File: src/rtl/serial_add_pkg.sv
// serial_add_pkg: shared state encoding and limits for the serial adder sequencer
package serial_add_pkg;
  localparam int W_MAX = 32;
  typedef enum logic [1:0] {IDLE = 2'd0, PH1 = 2'd1, PH2 = 2'd2, DONE = 2'd3} state_t;
endpackage

File: src/rtl/serial_add_ctrl_ha.sv
// HalfAdder: single-bit half-adder cell shared by the serial adder
module HalfAdder (
  input  logic a,
  input  logic b,
  output logic s,
  output logic co
);
  assign s  = a ^ b;
  assign co = a & b;
endmodule

File: src/rtl/serial_add_ctrl.sv
// serial_add_ctrl: W-bit add with carry-in on one time-shared half-adder, two steps per bit; optional SERIAL_ADD_OVF_EN adds signed overflow output ovf
module serial_add_ctrl
  import serial_add_pkg::*;
#(
  parameter int W = 4
) (
  input  logic         clk,
  input  logic         rst_n,
  input  logic         start,
  input  logic [W-1:0] a,
  input  logic [W-1:0] b,
  input  logic         cin,
  output logic         ready,
  output logic         busy,
  output logic         done,
  output logic [W-1:0] sum,
`ifdef SERIAL_ADD_OVF_EN
  output logic         ovf,
`endif
  output logic         cout
);
  localparam int IW = (W > 1) ? $clog2(W) : 1;
  state_t state;
  logic [IW-1:0] idx;
  logic [W-1:0] a_q, b_q, a_sh, b_sh;
  logic carry, s1, c1, ha_a, ha_b, ha_s, ha_co, last;
  assign a_sh  = a_q >> idx;
  assign b_sh  = b_q >> idx;
  assign ha_a  = (state == PH1) ? a_sh[0] : s1;
  assign ha_b  = (state == PH1) ? b_sh[0] : carry;
  assign last  = idx == IW'(W - 1);
  assign ready = state == IDLE;
  assign busy  = (state == PH1) || (state == PH2);
  assign done  = state == DONE;
  HalfAdder u_ha (.a(ha_a), .b(ha_b), .s(ha_s), .co(ha_co));
  // Sequencer: PH1 adds the operand bits, PH2 folds in the running carry and writes the sum bit
  always_ff @(posedge clk or negedge rst_n) begin
    if (!rst_n) begin
      state <= IDLE;
      idx   <= '0;
      a_q   <= '0;
      b_q   <= '0;
      carry <= 1'b0;
      s1    <= 1'b0;
      c1    <= 1'b0;
      sum   <= '0;
      cout  <= 1'b0;
`ifdef SERIAL_ADD_OVF_EN
      ovf   <= 1'b0;
`endif
    end else begin
      case (state)
        IDLE: if (start) begin
          a_q   <= a;
          b_q   <= b;
          carry <= cin;
          sum   <= '0;
          cout  <= 1'b0;
          idx   <= '0;
`ifdef SERIAL_ADD_OVF_EN
          ovf   <= 1'b0;
`endif
          state <= PH1;
        end
        PH1: begin
          s1    <= ha_s;
          c1    <= ha_co;
          state <= PH2;
        end
        PH2: begin
          sum   <= sum | (W'(ha_s) << idx);
          carry <= c1 | ha_co;
          if (last) begin
            cout  <= c1 | ha_co;
`ifdef SERIAL_ADD_OVF_EN
            ovf   <= carry ^ (c1 | ha_co);
`endif
            state <= DONE;
          end else begin
            idx   <= idx + IW'(1);
            state <= PH1;
          end
        end
        default: state <= IDLE;
      endcase
    end
  end
endmodule

File: config.mk
export PLATFORM = sky130hd
export DESIGN_NAME = serial_add_ctrl
export DESIGN_NICKNAME = d
export VERILOG_FILES = /design/src/rtl/serial_add_pkg.sv /design/src/rtl/serial_add_ctrl_ha.sv /design/src/rtl/serial_add_ctrl.sv
export SDC_FILE = /design/constraint.sdc
export NUM_CORES = 1
export LEC_CHECK = 0
export ABC_CLOCK_PERIOD_IN_PS = 1980
export CELL_PAD_IN_SITES_DETAIL_PLACEMENT = 1
export CELL_PAD_IN_SITES_GLOBAL_PLACEMENT = 2
export CORE_ASPECT_RATIO = 1.5
export CORE_MARGIN = 4
export CORE_UTILIZATION = 33
export DETAILED_ROUTE_END_ITERATION = 10
export GPL_TIMING_DRIVEN = 0
export PLACE_DENSITY = 0.88
export SETUP_SLACK_MARGIN = 0.05
export SYNTH_ARGS = -nofsm -noshare
export SYNTH_HDL_FRONTEND = slang
export SYNTH_HIERARCHICAL = 1
export SYNTH_SLANG_ARGS = --single-unit
File: constraint.sdc
create_clock -name clk -period 1.98 [get_ports clk]
set_input_delay 0.396 -clock clk [delete_from_list [all_inputs] [get_ports clk]]
set_output_delay 0.396 -clock clk [all_outputs]
set_load 0.01 [all_outputs]
======== After elaboration in Yosys (flattened, before gate mapping) ========
Index checks and enable logic that the tools add are counted.
cells by class
  add/sub/neg operators ................... 1
  multipliers ............................. 0
  div/mod/pow operators ................... 0
  order comparisons ....................... 0
  equality and inequality tests ........... 7
  shift operators ......................... 3
  multiplexer cells ....................... 15
  bitwise gates (word level) .............. 4
  reductions and logical operators ........ 7
operators with widths
  cell                                                              number
  2-bit 2-to-1 mux                                                  4
  4-bit case mux with 2 select lines                                1
  4-bit by 2-bit right shift with 1-bit output                      2
  2-bit == test (second input constant)                             3
  2-bit inequality test (second input constant)                     3
  2-bit case mux with 3 select lines                                1
  3-bit AND reduction                                               2
  1-bit 2-to-1 mux                                                  5
  4-bit 2-to-1 mux                                                  1
  4-bit bitwise OR                                                  1
  1-bit case mux with 2 select lines                                2
  2-bit case mux with 2 select lines                                1
  2-bit AND reduction                                               2
  1-bit by 2-bit left shift with 4-bit output                       1
  2-bit by 1-bit adder with 2-bit output (second input constant)    1
  2-bit by 1-bit == test with 1-bit output (second input constant)  1
  2-bit zero test                                                   1
  2-bit nonzero test                                                1
  1-bit AND                                                         1
  1-bit logical OR                                                  1
  1-bit bitwise OR                                                  1
  1-bit bitwise XOR                                                 1
storage, ports and cells
  register bits after elaboration ......... 20
  bits in latches ......................... 0
  RAM bits ................................ 0
  bits in read-only memories .............. 0
  input bits .............................. 12
  logic and storage cells ................. 46
  memories ................................ 0

======== Logic depth before layout (Yosys ltp) ========
  depth in word-level cells ............... 6
  mapped depth ............................ 9
  gate-level depth less buffers ........... 9

======== By module ========
Netlist, hierarchy kept.
modules (own cells, without submodules)
  module           instances  cells each  area an instance (um2)  sequential area each (um2)
  serial_add_ctrl  1          93          1057.3                  500.5
  HalfAdder        1          1           12.5                    0.0

======== Worst setup path before layout ========
No wires, ideal clock.
  path kind ............................... register to register
  start ................................... register state[1]
  end ..................................... register cout
  library setup time ...................... 0.125 ns
  data arrival time ....................... 1.633 ns
  required time ........................... 1.855 ns
  slack ................................... 0.222 ns
  cell stages (with the launch flop) ...... 9
  period minus slack after synthesis ...... 1.758 ns
  cells stage by stage .................... dfrtp_1 -> inv_1 -> ha_1 -> nand2_1 -> o22a_1 -> o21ai_0 -> ha_1 -> o21a_1 -> mux2_4
on the way
  longest elaborated chain between the ends .. 6
  elaborated cells on any way between the ends .. 13
ends and longest elaborated chain
  item                                      RTL line                 text
  start: declaration                        serial_add_ctrl.sv:23    state_t state;
  start signal: assignment                  serial_add_ctrl.sv:39    state <= IDLE;
  start signal: assignment                  serial_add_ctrl.sv:63    state <= PH1;
  start signal: assignment                  serial_add_ctrl.sv:68    state <= PH2;
  2-bit by 1-bit == test with 1-bit output  serial_add_ctrl.sv:30    assign ha_b = (state == PH1) ? b_sh[0] : carry;
  1-bit 2-to-1 mux                          serial_add_ctrl.sv:30
  via ha_b                                  serial_add_ctrl.sv:26    logic carry, s1, c1, ha_a, ha_b, ha_s, ha_co, last;
  1-bit AND                                 serial_add_ctrl_ha.sv:9  assign co = a & b;
  via ha_co                                 serial_add_ctrl.sv:26
  1-bit bitwise OR                          serial_add_ctrl.sv:74    cout <= c1 | ha_co;
  1-bit 2-to-1 mux                          serial_add_ctrl.sv:73    if (last) begin
  1-bit case mux with 2 select lines        serial_add_ctrl.sv:52    case (state)
  end signal: assignment                    serial_add_ctrl.sv:74
  end: declaration                          serial_add_ctrl.sv:20    output logic cout
The timed path passes the listed nets, and every way through them passes these cells. The select of a mux whose other input is x is not followed.
A chain may end at the register's enable or synchronous reset.

======== Worst setup path after layout ========
  start ................................... register state[0]
  end ..................................... output ready
on the way
  longest elaborated chain between the ends .. 1
ends and longest elaborated chain
  item              RTL line               text
  2-bit zero test   serial_add_ctrl.sv:32  assign ready = state == IDLE;
  end: declaration  serial_add_ctrl.sv:13  output logic ready,
No other way between the ends.

==> flow_metrics.py <==
metrics = {
    "global_route": {
        "grt_max_degree": 21,
        "grt_pass1_wl_microns": 4330,
        "grt_pass1_vias": 923,
        "grt-ovfl-total": 0,
        "grt_usage_pct": 13.6,
        "antenna_found_initial": 0,
    },
    "timing": {
        "slew_viol_final": 0,
        "max_freq_ghz": 0.522,
        "finalSetupViolCount": 0,
        "relSlewSlack_pct": 40.5,
        "worst_slew_pin_slew_ps": 890,
        "fin_crit_sh_pct": 96.7,
        "finClkSkew_ps": 1.77,
        "period_minus_slack_ps": 1910,
        "finalHoldViolations": 0,
        "grt_setup_unrepaired": "yes",
    },
    "synthesis": {
        "ys_ff_latch": 20,
        "synthDistinctLibCells": 26,
        "synth.area.top_cells": "dfrtp_1 (47%), ha_1 (11%), mux2_2 (9.5%)",
        "yosys_warnings": 6,
        "yosysTopAreaCell": "dfrtp_1",
        "synth.top_cells.by_count": "dfrtp_1 (20), ha_1 (9), mux2_2 (9), nand2_1 (9), inv_1 (6)",
        "synth.top_cell.area_share_pct": 46.8,
        "synth-async-reset-ratio_pct": 100,
        "synth_seq_area_share_pct": 46.8,
        "syn_nets": 115,
        "syn_area_sq_mm": 0.00107,
        "synth_cells": 94,
        "ys.flop_type": "dfrtp_1",
        "avgSynthCellArea_sq_um": 11.4,
        "synth.most_common_cell": "dfrtp_1",
        "synth_edf_count": 0,
    },
    "clock_tree": {
        "root_buffer": "clkbuf_8",
        "cts_num_sinks": 20,
        "cts-htree-levels": 1,
        "clk_pin_slew_ps": 70,
        "cts_tree": "yes",
        "clock_latency_ps": 250,
        "hold_buffers": 0,
        "cts_max_path_buffers": 2,
        "numCtsBuffers": 3,
    },
    "setup_path": {
        "r2r_slack_ps": 140,
        "critPathRequiredTime_ps": 1580,
        "worstSetupStartpointType": "flip-flop",
        "crit_type": "reg -> out",
        "worstReg2RegEnd": "cout",
        "reg2reg_from": "state[0]",
        "cp.arrival_ps": 1520,
        "critPathMaxFanout": 5,
        "cp-end-kind": "output port",
        "r2r_cells": 8,
    },
    "layout": {
        "finish.utilization_pct": 45.4,
        "syn_to_final_growth_pct": 32.6,
        "fin_nets": 141,
        "fillers": 358,
        "num_antenna_cells": 0,
        "drive_above_1_share_pct": 23.7,
    },
    "drt": {
        "vias": 807,
        "drt_pass1_iterations": 4,
        "drt_iter0_markers": 5,
        "drc": 0,
        "wirelength_microns": 2640,
        "via_per_inst": 5.11,
        "wl_per_cell_microns": 16.7,
        "drtAntennaViolNets": 0,
    },
    "hold_path": {
        "hold_path_depth": 2,
        "min_to": "s1",
        "min_from": "s1",
        "min_path_type": "reg -> reg",
    },
    "pwr": {
        "seqPwrFrac_pct": 32.4,
        "netSwitchingPower_mw": 0.839,
        "power_frac_comb_pct": 55.5,
        "clkPwrFrac_pct": 12.1,
        "ir_worst_vdd_uv": 858,
        "intPower_mw": 1.33,
        "power_switching_share_pct": 38.6,
        "p_per_area_mw_per_mm2": 1530,
        "total_power_mw": 2.17,
        "p_leak_nw": 0.622,
    },
    "place": {
        "numPortBuffers": 19,
        "gp_routability_congestion": 0.778,
        "place_hpwl_microns": 1910,
    },
    "outcome": {
        "status": "complete, no violations",
    },
    "die": {
        "initial_core_util_pct": 34.2,
        "die_h_microns": 77.7,
        "core_sq_mm": 0.00313,
        "dieWidth_microns": 54.5,
        "dieArea_sq_mm": 0.00424,
        "rows": 25,
        "io_pins": 20,
    },
    "run": {
        "maxCapViolations": 0,
    },
}
## stage by stage
step	instances	hold WS (ps)	setup TNS (ps)	setup slack (ps)	instance area, sq um
2_1_floorplan	94	100	0	222	1070
3_3_place_gp	153	466	0	50.0	1310
3_5_place_dp	153	472	-255	-67.3	1310
4_1_cts	158	490	0	56.5	1400
5_1_grt	158	536	0	3.20	1420
6_report	158	488	0	66.1	1420
## cell type report
class | count | area (sq um) | area share, %
repair buffers | 21 | 208 | 14.6
well taps | 40 | 50.0 | 3.53
clock buffers | 3 | 41.3 | 2.91
flip-flops and latches | 20 | 503 | 35.4
inverters | 6 | 25.0 | 1.76
multi-input cells | 66 | 573 | 40.4
plain buffers | 2 | 18.8 | 1.32
## power groups by stage
stage / sequential, mW / clock (mW) / combinational [mW]
floorplan: 0.695 / 0 / 0.722
global placement: 0.705 / 0 / 1.02
detailed placement: 0.722 / 0 / 1.07
CTS: 0.697 / 0.271 / 1.19
global route: 0.729 / 0.283 / 1.34
finish: 0.703 / 0.262 / 1.21
## routing by layer
metal  wire length (microns)  vias up  GRT usage, %  part of all wire (%)
li1                        -      379             -                     -
met1                    1020      401          15.9                    38
met2                    1490       23          24.0                    57
met3                     112        4          2.30                   4.2
met4                      21        0          4.49                  0.79
met5                       0        -             0                     0
## how the worst max path moves through the flow
stage | startpoint | endpoint | slack [ps] | cells after the start
global placement | state[1] | cout | 50 | 8
detailed placement | state[1] | sum[3] | -70 | 8
floorplan | state[1] | cout | 220 | 8
CTS | state[0] | done | 60 | 3
finish | state[0] | ready | 70 | 3
global route | state[0] | busy | 3 | 3
## critical path: stages (launching register included)
cell and delay (ps):
dfrtp_2 420, inv_2 120, ha_4 180, clkdlybuf4s50_1 540
## cells by family after synthesis
logic type               count (synthesis)  share of synthesized area, %
adder cells (fa/ha/maj)                  9                          10.5
multiplexers                            15                          16.0
AND/OR/NAND/NOR                         23                          9.94
AO/OA/AOI/OAI                           19                          13.1
flip-flops                              20                          46.8
buffers and inverters                    8                          3.63
## flip-flops by register name (all words and copies together) (netlist names)
signal  count
carry       1
s1          1
c1          1
idx         2
a_q         4
sum         4
b_q         4
state       2
cout        1
## cell usage in the layout, fill, tap and decap left out, drive strengths merged, types with 4 or more instances in the layout
cell and instances:
a41oi 4, buf 4, clkdlybuf4s50 18, dfrtp 20, ha 9, inv 6, mux2 11, mux2i 4
nand2 9, nand2b 4, nor2 5, o21ai 5
## what timing repair did
action | 4_1_cts | 5_1_grt
gates resized for setup | 9 | 5
buffers inserted | 2 | 0
setup endpoints to repair | 8 | 8
pin swaps | 0 | 1
Note: power is estimated with default switching activity, not from simulation.
